===== config.mk =====
export PLATFORM = sky130hd
export DESIGN_NAME = div_sequencer
export DESIGN_NICKNAME = d
export VERILOG_FILES = /design/src/rtl/div_sequencer.sv
export SDC_FILE = /design/constraint.sdc
export NUM_CORES = 1
export LEC_CHECK = 0
export CAP_MARGIN = 0
export CORE_MARGIN = 3
export CORE_UTILIZATION = 50
export DETAILED_ROUTE_END_ITERATION = 7
export PLACE_DENSITY = 0.81
export SYNTH_ARGS = -nofsm -noshare
export SYNTH_HDL_FRONTEND = slang
export SYNTH_SLANG_ARGS = --single-unit

===== constraint.sdc =====
create_clock -name clk -period 2.9 [get_ports clk]
set_clock_uncertainty 0.05 [all_clocks]
set_input_delay 0.58 -clock clk [delete_from_list [all_inputs] [get_ports clk]]
set_output_delay 0.58 -clock clk [all_outputs]
set_load 0.03 [all_outputs]

===== src/rtl/div_sequencer.sv =====
`timescale 1ns/1ps
// ---------------------------------------------------------------------------
// div_sequencer
//
// Multi-cycle sequencer for the SDIV (ALUControl 3'b101) and UDIV
// (ALUControl 3'b110) operations. It accepts a divide request from the
// execute stage and holds the pipeline with stall. It then runs a radix-2
// restoring divider, one quotient bit per cycle, and presents quotient and
// remainder with a single-cycle done pulse.
//
// Ports
//   clk          rising-edge clock
//   reset        synchronous, active-high
//   start        divide request from the execute stage
//   ALUControl   op code; 3'b101 = SDIV, 3'b110 = UDIV, other codes ignored
//   a, b         dividend, divisor
//   stall        holds the pipeline while a divide is pending
//   busy         sequencer is not idle
//   done         one-cycle pulse; quotient/remainder valid this cycle
//   quotient     registered quotient (truncated toward zero)
//   remainder    registered remainder (sign of the dividend)
//   div_by_zero  registered; set together with done when b == 0
// ---------------------------------------------------------------------------
module div_sequencer #(
    parameter int WIDTH = 32
) (
    input  logic             clk,
    input  logic             reset,
    input  logic             start,
    input  logic [2:0]       ALUControl,
    input  logic [WIDTH-1:0] a,
    input  logic [WIDTH-1:0] b,
    output logic             stall,
    output logic             busy,
    output logic             done,
    output logic [WIDTH-1:0] quotient,
    output logic [WIDTH-1:0] remainder,
    output logic             div_by_zero
);

    localparam int              CNT_W    = (WIDTH > 1) ? $clog2(WIDTH) : 1;
    localparam logic [2:0]      OP_SDIV  = 3'b101;
    localparam logic [2:0]      OP_UDIV  = 3'b110;
    localparam logic [CNT_W-1:0] LAST_CNT = CNT_W'(WIDTH - 1);

    typedef enum logic [2:0] {
        S_IDLE = 3'd0,
        S_PREP = 3'd1,
        S_ITER = 3'd2,
        S_FIX  = 3'd3,
        S_DONE = 3'd4
    } state_t;

    // Two's-complement negation.
    function automatic logic [WIDTH-1:0] twos_neg(input logic [WIDTH-1:0] v);
        return (~v) + WIDTH'(1'b1);
    endfunction

    // Magnitude of v when interpreted as signed; passes v through otherwise.
    // The most-negative value maps onto itself, which is the correct
    // unsigned magnitude.
    function automatic logic [WIDTH-1:0] magnitude(input logic [WIDTH-1:0] v,
                                                   input logic             is_signed);
        return (is_signed && v[WIDTH-1]) ? twos_neg(v) : v;
    endfunction

    state_t             state_r;
    logic [WIDTH-1:0]   dvd_r;       // dividend, shifted out MSB first
    logic [WIDTH-1:0]   dvs_r;       // divisor (magnitude after PREP)
    logic [WIDTH-1:0]   quo_r;       // quotient being assembled
    logic [WIDTH-1:0]   prem_r;      // partial remainder; always below the divisor
    logic               signed_r;
    logic               neg_q_r;
    logic               neg_r_r;
    logic [CNT_W-1:0]   count_r;
    logic               hold_r;      // registered part of stall (PREP/ITER/FIX)
    logic               busy_r;
    logic               done_r;
    logic [WIDTH-1:0]   quotient_r;
    logic [WIDTH-1:0]   remainder_r;
    logic               dbz_r;

    logic               accept_s;
    logic [WIDTH:0]     shifted_s;   // partial remainder with next dividend bit
    logic [WIDTH:0]     trial_s;     // trial subtraction; MSB set means negative

    // Accept decode and one restoring-division trial step.
    always_comb begin
        accept_s  = 1'b0;
        shifted_s = {prem_r, dvd_r[WIDTH-1]};
        trial_s   = shifted_s - {1'b0, dvs_r};
        if ((state_r == S_IDLE) && start &&
            ((ALUControl == OP_SDIV) || (ALUControl == OP_UDIV))) begin
            accept_s = 1'b1;
        end else begin
            accept_s = 1'b0;
        end
    end

    // Sequencer state, datapath and registered outputs.
    always_ff @(posedge clk) begin
        if (reset) begin
            state_r     <= S_IDLE;
            dvd_r       <= {WIDTH{1'b0}};
            dvs_r       <= {WIDTH{1'b0}};
            quo_r       <= {WIDTH{1'b0}};
            prem_r      <= {WIDTH{1'b0}};
            signed_r    <= 1'b0;
            neg_q_r     <= 1'b0;
            neg_r_r     <= 1'b0;
            count_r     <= {CNT_W{1'b0}};
            hold_r      <= 1'b0;
            busy_r      <= 1'b0;
            done_r      <= 1'b0;
            quotient_r  <= {WIDTH{1'b0}};
            remainder_r <= {WIDTH{1'b0}};
            dbz_r       <= 1'b0;
        end else begin
            case (state_r)
                S_IDLE: begin
                    done_r <= 1'b0;
                    if (accept_s) begin
                        dvd_r    <= a;
                        dvs_r    <= b;
                        signed_r <= (ALUControl == OP_SDIV);
                        hold_r   <= 1'b1;
                        busy_r   <= 1'b1;
                        state_r  <= S_PREP;
                    end else begin
                        hold_r   <= 1'b0;
                        busy_r   <= 1'b0;
                        state_r  <= S_IDLE;
                    end
                end
                S_PREP: begin
                    if (dvs_r == {WIDTH{1'b0}}) begin
                        quotient_r  <= {WIDTH{1'b0}};
                        remainder_r <= dvd_r;
                        dbz_r       <= 1'b1;
                        done_r      <= 1'b1;
                        hold_r      <= 1'b0;
                        state_r     <= S_DONE;
                    end else begin
                        dvd_r   <= magnitude(dvd_r, signed_r);
                        dvs_r   <= magnitude(dvs_r, signed_r);
                        neg_q_r <= signed_r & (dvd_r[WIDTH-1] ^ dvs_r[WIDTH-1]);
                        neg_r_r <= signed_r & dvd_r[WIDTH-1];
                        prem_r  <= {WIDTH{1'b0}};
                        quo_r   <= {WIDTH{1'b0}};
                        count_r <= {CNT_W{1'b0}};
                        state_r <= S_ITER;
                    end
                end
                S_ITER: begin
                    dvd_r <= {dvd_r[WIDTH-2:0], 1'b0};
                    if (!trial_s[WIDTH]) begin
                        prem_r <= trial_s[WIDTH-1:0];
                        quo_r  <= {quo_r[WIDTH-2:0], 1'b1};
                    end else begin
                        prem_r <= shifted_s[WIDTH-1:0];
                        quo_r  <= {quo_r[WIDTH-2:0], 1'b0};
                    end
                    count_r <= count_r + CNT_W'(1'b1);
                    if (count_r == LAST_CNT) begin
                        state_r <= S_FIX;
                    end else begin
                        state_r <= S_ITER;
                    end
                end
                S_FIX: begin
                    quotient_r  <= neg_q_r ? twos_neg(quo_r) : quo_r;
                    remainder_r <= neg_r_r ? twos_neg(prem_r) : prem_r;
                    dbz_r       <= 1'b0;
                    done_r      <= 1'b1;
                    hold_r      <= 1'b0;
                    state_r     <= S_DONE;
                end
                S_DONE: begin
                    done_r  <= 1'b0;
                    busy_r  <= 1'b0;
                    hold_r  <= 1'b0;
                    state_r <= S_IDLE;
                end
                default: begin
                    done_r  <= 1'b0;
                    busy_r  <= 1'b0;
                    hold_r  <= 1'b0;
                    state_r <= S_IDLE;
                end
            endcase
        end
    end

    // The accept term must stall the requesting instruction in its own cycle.
    assign stall       = accept_s | hold_r;
    assign busy        = busy_r;
    assign done        = done_r;
    assign quotient    = quotient_r;
    assign remainder   = remainder_r;
    assign div_by_zero = dbz_r;

endmodule

# Word-level counts from Yosys, hierarchy flattened
# Cells that the tools add are included.
[op_classes] n_addsub=6 bitwise_logic=10 eq_ne=11 reduce_logical=19 n_mux=33
[ops] op="$mux 32" count=12
[ops] op="$pmux 32 s2" count=5
[ops] op="$add 32x1->32 const B" count=4
[ops] op="$not 32->32" count=4
[ops] op="$pmux 32 s3" count=1
[ops] op="$sub 33x32->33" count=1
[ops] op="$logic_not 32->1" count=1
[ops] op="$pmux 3 s4" count=1
[ops] op="$ne 2x2->1 const B" count=5
[ops] op="$pmux 5 s2" count=1
[ops] op="$reduce_and 2->1" count=5
[ops] op="$reduce_and 4->1" count=2
[ops] op="$mux 1" count=7
[ops] op="$eq 3x2->1 const B" count=2
[ops] op="$eq 3x3->1 const B" count=2
[ops] op="$pmux 1 s3" count=2
[ops] op="$reduce_bool 2->1" count=3
[ops] op="$add 5x1->5 const B" count=1
[ops] op="$eq 5x5->1 const B" count=1
[ops] op="$mux 5" count=1
[ops] op="$logic_and 1x1->1" count=4
[ops] op="$pmux 1 s2" count=2
[ops] op="$eq 3x1->1 const B" count=1
[ops] op="$logic_not 3->1" count=1
[ops] op="other kinds (8)" count=10
[word_totals] wordCells=94 output_inout_bits=68 reg_bits=207

# Depth between registers and ports, before layout
# Gate-level depths: netlist (run 1).
[depth] depth_word=6 mapped_depth=13 ltp_nobuf=11

# Worst setup path before layout (run 1)
# OpenSTA, ideal clock, no wires.
[synth_path] path_kind="register to register" startpoint="reg dvd_r[31]" endpoint="reg prem_r[29]" slack_ps=-314 t_arrival_ps=3086 required_ps=2771 path_stages_with_launch=14 setup_time_ps=79 period_less_slack_ps=3214 cell_sequence="dfxtp_1 inv_1 ha_1 fa_1 nand2b_1 a21oi_1 o211ai_1 a2111oi_2 nor3_1 nor3_1 buf_2 buf_2 nand4_1 o211ai_1"
[synth_between] elab_chain_cells=3
[synth_lines] item="start: declaration" line_no="68" text="logic [WIDTH-1:0] dvd_r;"
[synth_lines] item="start signal: assignment" line_no="104" text="dvd_r <= {WIDTH{1'b0}};"
[synth_lines] item="start signal: assignment" line_no="144" text="dvd_r <= magnitude(dvd_r, signed_r);"
[synth_lines] item="start signal: assignment" line_no="155" text="dvd_r <= {dvd_r[WIDTH-2:0], 1'b0};"
[synth_lines] item="$sub 33x32->33" line_no="91" text="trial_s = shifted_s - {1'b0, dvs_r};"
[synth_lines] item="$mux 32" line_no="156" text="if (!trial_s[WIDTH]) begin"
[synth_lines] item="$pmux 32 s2" line_no="119" text="case (state_r)"
[synth_lines] item="end signal: assignment" line_no="107" text="prem_r <= {WIDTH{1'b0}};"
[synth_lines] item="end signal: assignment" line_no="157" text="prem_r <= trial_s[WIDTH-1:0];"
[synth_lines] item="end signal: assignment" line_no="160" text="prem_r <= shifted_s[WIDTH-1:0];"
[synth_lines] item="end: declaration" line_no="71" text="logic [WIDTH-1:0] prem_r;"
# Every way passes these cells.
# A chain may end at the register's enable or synchronous reset.

# Worst setup path in the final report (run 1)
[layout_path] startpoint="reg dvd_r[31]" endpoint="reg prem_r[23]"
# Same word-level chain as after synthesis.

==> results of run 1 <==
-- timing repair --
item                       CTS  global route
buffers inserted             3             7
setup endpoints to repair   34           139
resized for setup           23            40
pin swaps                   10            12
gates cloned                 2             1
-- area by class of cell --
class	instances	area, um^2	area share
multi-input combinational	1344	8360	0.499
sequential	207	4150	0.248
timing repair buffer	305	2840	0.169
clock buffer	33	676	0.0403
tap	330	413	0.0247
inverter	54	205	0.0123
clock inverter	11	105	0.00628
-- synthesized netlist by cell type, drive strengths merged (4+ instances only) --
library cell | instances | area (um^2)
o21ai | 94 | 470
nand3 | 65 | 325
a21o | 18 | 135
nor3b | 6 | 50.1
mux2i | 27 | 270
xor2 | 37 | 324
inv | 54 | 203
nor2 | 194 | 728
ha | 38 | 475
and2 | 15 | 93.8
nor2b | 8 | 50.1
o31ai | 32 | 245
a2bb2oi | 5 | 43.8
or4 | 16 | 131
buf | 25 | 126
o221ai | 7 | 61.3
clkbuf | 97 | 364
nand2b | 14 | 87.6
nand4 | 15 | 93.8
a311oi | 8 | 70.1
nor3 | 60 | 323
a211oi | 31 | 233
a22oi | 45 | 338
o22a | 6 | 52.6
a221oi | 8 | 70.1
nand3b | 5 | 41.3
dfxtp | 207 | 4140
and3 | 13 | 81.3
a222oi | 9 | 90.1
xnor2 | 52 | 455
nor4 | 19 | 149
nand2 | 203 | 762
a221o | 8 | 80.1
o311ai | 4 | 35.0
o41ai | 13 | 114
or3 | 12 | 75.1
a21oi | 163 | 816
o22ai | 6 | 37.5
o211ai | 29 | 218
a31oi | 6 | 37.5
or2 | 8 | 50.1
a22o | 8 | 70.1
o21bai | 6 | 48.8
-- cell families after synthesis --
| group | count (synthesis) | share of synthesized area |
|---|---|---|
| flops | 207 | 0.319 |
| compound gates | 528 | 0.268 |
| buf+inv | 176 | 0.0534 |
| fa+ha+maj | 39 | 0.0382 |
| mux | 27 | 0.0208 |
| simple gates | 661 | 0.240 |
| xor+xnor | 89 | 0.0601 |
-- through the flow --
stage / hold slack, ns / setup TNS, ns
after floorplan: 0.389 / 0
after detailed placement: 0.397 / -4.69
after global routing: 0.243 / -6.78
final: 0.241 / -2.00
after CTS: 0.219 / -1.19
after global placement: 0.394 / -1.81
-- power breakdown --
group	internal, W	total [W]	switching [W]
sequential	0.00292	0.00301	0.0000975
combinational	0.00110	0.00243	0.00133
clock	0.00174	0.00302	0.00129
total	0.00575	0.00847	0.00272
-- cell usage in the layout (no fill, tap or decap), types with 8 or more instances in the layout --
| cell type | netlist | routed |
|---|---|---|
| sky130_fd_sc_hd__a211oi_1 | 31 | 30 |
| sky130_fd_sc_hd__a21o_1 | 18 | 18 |
| sky130_fd_sc_hd__a21oi_1 | 163 | 162 |
| sky130_fd_sc_hd__a221o_1 | 8 | 8 |
| sky130_fd_sc_hd__a221oi_1 | 8 | 8 |
| sky130_fd_sc_hd__a222oi_1 | 9 | 9 |
| sky130_fd_sc_hd__a22o_1 | 8 | 8 |
| sky130_fd_sc_hd__a22oi_1 | 45 | 44 |
| sky130_fd_sc_hd__a311oi_1 | 8 | 8 |
| sky130_fd_sc_hd__and2_1 | 14 | 12 |
| sky130_fd_sc_hd__and3_1 | 13 | 12 |
| sky130_fd_sc_hd__buf_12 | 0 | 11 |
| sky130_fd_sc_hd__buf_4 | 0 | 153 |
| sky130_fd_sc_hd__clkbuf_16 | 0 | 26 |
| sky130_fd_sc_hd__clkdlybuf4s50_1 | 0 | 135 |
| sky130_fd_sc_hd__dfxtp_1 | 207 | 206 |
| sky130_fd_sc_hd__ha_1 | 38 | 37 |
| sky130_fd_sc_hd__inv_1 | 54 | 53 |
| sky130_fd_sc_hd__mux2i_1 | 27 | 24 |
| sky130_fd_sc_hd__nand2_1 | 203 | 201 |
| sky130_fd_sc_hd__nand2b_1 | 14 | 13 |
| sky130_fd_sc_hd__nand3_1 | 65 | 64 |
| sky130_fd_sc_hd__nand4_1 | 15 | 15 |
| sky130_fd_sc_hd__nor2_1 | 194 | 191 |
| sky130_fd_sc_hd__nor2b_1 | 8 | 8 |
| sky130_fd_sc_hd__nor3_1 | 58 | 55 |
| sky130_fd_sc_hd__nor4_1 | 17 | 14 |
| sky130_fd_sc_hd__o211ai_1 | 29 | 29 |
| sky130_fd_sc_hd__o21ai_0 | 93 | 71 |
| sky130_fd_sc_hd__o21ai_1 | 1 | 22 |
| sky130_fd_sc_hd__o31ai_1 | 31 | 31 |
| sky130_fd_sc_hd__o41ai_1 | 13 | 12 |
| sky130_fd_sc_hd__or3_1 | 12 | 12 |
| sky130_fd_sc_hd__or4_1 | 13 | 12 |
| sky130_fd_sc_hd__xnor2_1 | 52 | 52 |
| sky130_fd_sc_hd__xor2_1 | 37 | 37 |
-- state kept, by name (all words and copies together), names as in the netlist, 3 cells and up --
name,cells
state_r,3
remainder,32
count_r,5
quo_r,32
prem_r,32
dvd_r,32
quotient,32
dvs_r,32
-- how the worst max path moves through the flow --
stage | startpoint | end | cells past startpoint
after floorplan | dvd_r[31] | prem_r[25] | 11
after global placement | dvd_r[31] | prem_r[3] | 12
after detailed placement | dvd_r[31] | prem_r[19] | 12
after CTS | dvd_r[31] | prem_r[25] | 13
after global routing | dvd_r[31] | prem_r[11] | 14
final | dvd_r[31] | prem_r[23] | 16
-- worst max-delay path: cells and delay by family, from the launching register on --
family                   cells  cell delay [ns]
AND/OR/NAND/NOR              2             0.21
AO/OA/AOI/OAI                6             0.95
buffers and inverters        6             0.81
flip-flops                   1             0.36
adder cells (fa/ha/maj)      2             0.50
-- layer usage --
| metal | part of all wire | global-route usage |
|---|---|---|
| met1 | 0.42 | 0.410 |
| met2 | 0.45 | 0.478 |
| met3 | 0.088 | 0.0441 |
| met4 | 0.046 | 0.117 |
| met5 | 0 | 0 |
==> out/qor.txt, run 1 <==
WORST HOLD PATH
--------------------------------------------------------------------------------
Min-delay worst type                                                      in2reg
Beginning of the worst hold path                                           reset
Hold-critical path endpoint                                              neg_q_r
Hold-critical path depth                                                       2

CRITICAL PATH
--------------------------------------------------------------------------------
Startpoint types                                                       flip-flop
Cells along the critical path                                       inv_4 -> ha_4 -> fa_2 -> nand2b_4 -> a21oi_4 -> o211ai_1 -> buf_4 -> a2111oi_4 -> buf_4 -> o211a_4 -> nor3_4 -> buf_6 -> buf_16 -> buf_6 -> o211ai_1 -> o211ai_1
Destination of the worst register-to-register timing path             prem_r[23]
Required time of the worst setup path                                    3.25 ns
Slowest-stage cell, CP                                              sky130_fd_sc_hd__dfxtp_4
Most frequent CP cell                                               sky130_fd_sc_hd__o211ai_1
Worst stage delay on the critical path                                   0.36 ns
Reg2Reg Launch Point                                                   dvd_r[31]
Critical path start-end classification                                   reg2reg
Worst path arrival time                                                  3.39 ns
FF-to-FF setup slack                                                    -0.14 ns
Peak fanout along the critical path                                            6
Nature of the critical path endpoint                                   flip-flop
Depth of the worst register-to-register path                                  16

SYNTH
--------------------------------------------------------------------------------
Avg Cell Area, Syn                                                     7.51 um^2
Ys async rst share                                                             0
Netlist area before placement                                         13000 um^2
EDFF count, synth                                                              0
Count of cell types in the netlist                                            76
Synthesis-stage register bit count                                           207
Total nets after synthesis                                                  1836
Yosys warnings                                                                 0
Leading register cell type out of synthesis                         sky130_fd_sc_hd__dfxtp_1
Sequential share of the synthesized area                                   0.319
Synthesized netlist cell count                                              1727

PLACEMENT
--------------------------------------------------------------------------------
Worst Setup Slack post-DPL                                             -0.212 ns
Port Buffer Count                                                            137
Placed Instance Area                                                  15600 um^2
DP HPWL                                                                 31400 um
Placer's final routability congestion estimate                             0.986
Placed Cells                                                                2228

POWER
--------------------------------------------------------------------------------
Pwr Density                                                          506 nW/um^2
Overall power after layout                                             0.00847 W
Max rail drop VDD                                                       0.507 mV
Total leakage power                                                      6.58 nW

LAYOUT
--------------------------------------------------------------------------------
ANT cells                                                                      0
Fraction of final layout cells with drive strength greater than 1          0.137
Total Nets Final                                                            2046
Final Cell Area                                                       16700 um^2
Final core area utilization                                                0.661
Fill cell instance count of the final layout                                2044
Number of cells in the finished layout apart from fillers                   2284
Layout overhead on the synthesized area                                    29.1%

GLOBAL ROUTING
--------------------------------------------------------------------------------
Global route total overflow                                                    0
Maximum number of pins on one net before global-route repair                 167
First-pass GRT wire length                                              69700 um
Initial antenna violation count                                                0
Via count of the first global-routing pass                                 13200
Global router's overall resource usage                                     0.299

STA
--------------------------------------------------------------------------------
Worst-case headroom to the max-slew limit                                  0.480
Upper clock frequency limit                                            0.329 GHz
Number of endpoints failing setup at the final stage                          32
Minimum clock period                                                     3.04 ns
Transition at the pin with the smallest max-transition slack            0.779 ns
Tcrit/Tclk final                                                            1.05
Endpoints failing hold                                                         0
Setup repair after global routing missed its margin                          yes
Minimum setup slack in the final design                                -0.139 ns
Number of max-slew violations in the final report                              0

DRT
--------------------------------------------------------------------------------
DRC violations left                                                            1
First-pass iteration count of the detailed router                              8
Number of vias per cell after detailed routing                              6.27
Detailed Route WL                                                       44400 um
Antenna Violating Nets Remaining                                               0
Number of vias after detailed routing                                      14300
Violation count after the first detailed-routing iteration                  1779
Wire length per cell after detailed routing                              19.5 um

CLOCKING
--------------------------------------------------------------------------------
Post-CTS Hold Fix Bufs                                                         0
Sinks on Clock Net                                                           207
H-tree depth reported by CTS                                                   1
Latest clock arrival within the worst-skew pair                          0.55 ns
Number of clock buffers inserted by TritonCTS                                 25
Clock tree buffer depth                                                        3
Clock root buffer                                                   sky130_fd_sc_hd__clkbuf_16
Clk pin slew, worst setup/hold paths                                     0.07 ns
Clock tree from TritonCTS                                                   done

OUTCOME
--------------------------------------------------------------------------------
Status                                                              finished with violations
Failing checks                                                      DRC, setup timing

FLOORPLAN
--------------------------------------------------------------------------------
Core Rows                                                                     58
Total die area                                                        27900 um^2
Floorplan die height                                                      167 um
Core ar.                                                              25300 um^2
# IOs                                                                        138
Die Span X                                                                167 um
Initial core utilization                                                   0.512

JOB
--------------------------------------------------------------------------------
Max-capacitance violation count                                                0

Note: power is estimated with default switching activity, not from simulation.
==> inputs of run 2 (changes only) <==
Settings changed: HOLD_SLACK_MARGIN set to 0.12.
==> results of run 2 <==
No change in the layout: final DEF, timing and power equal those of run 1.
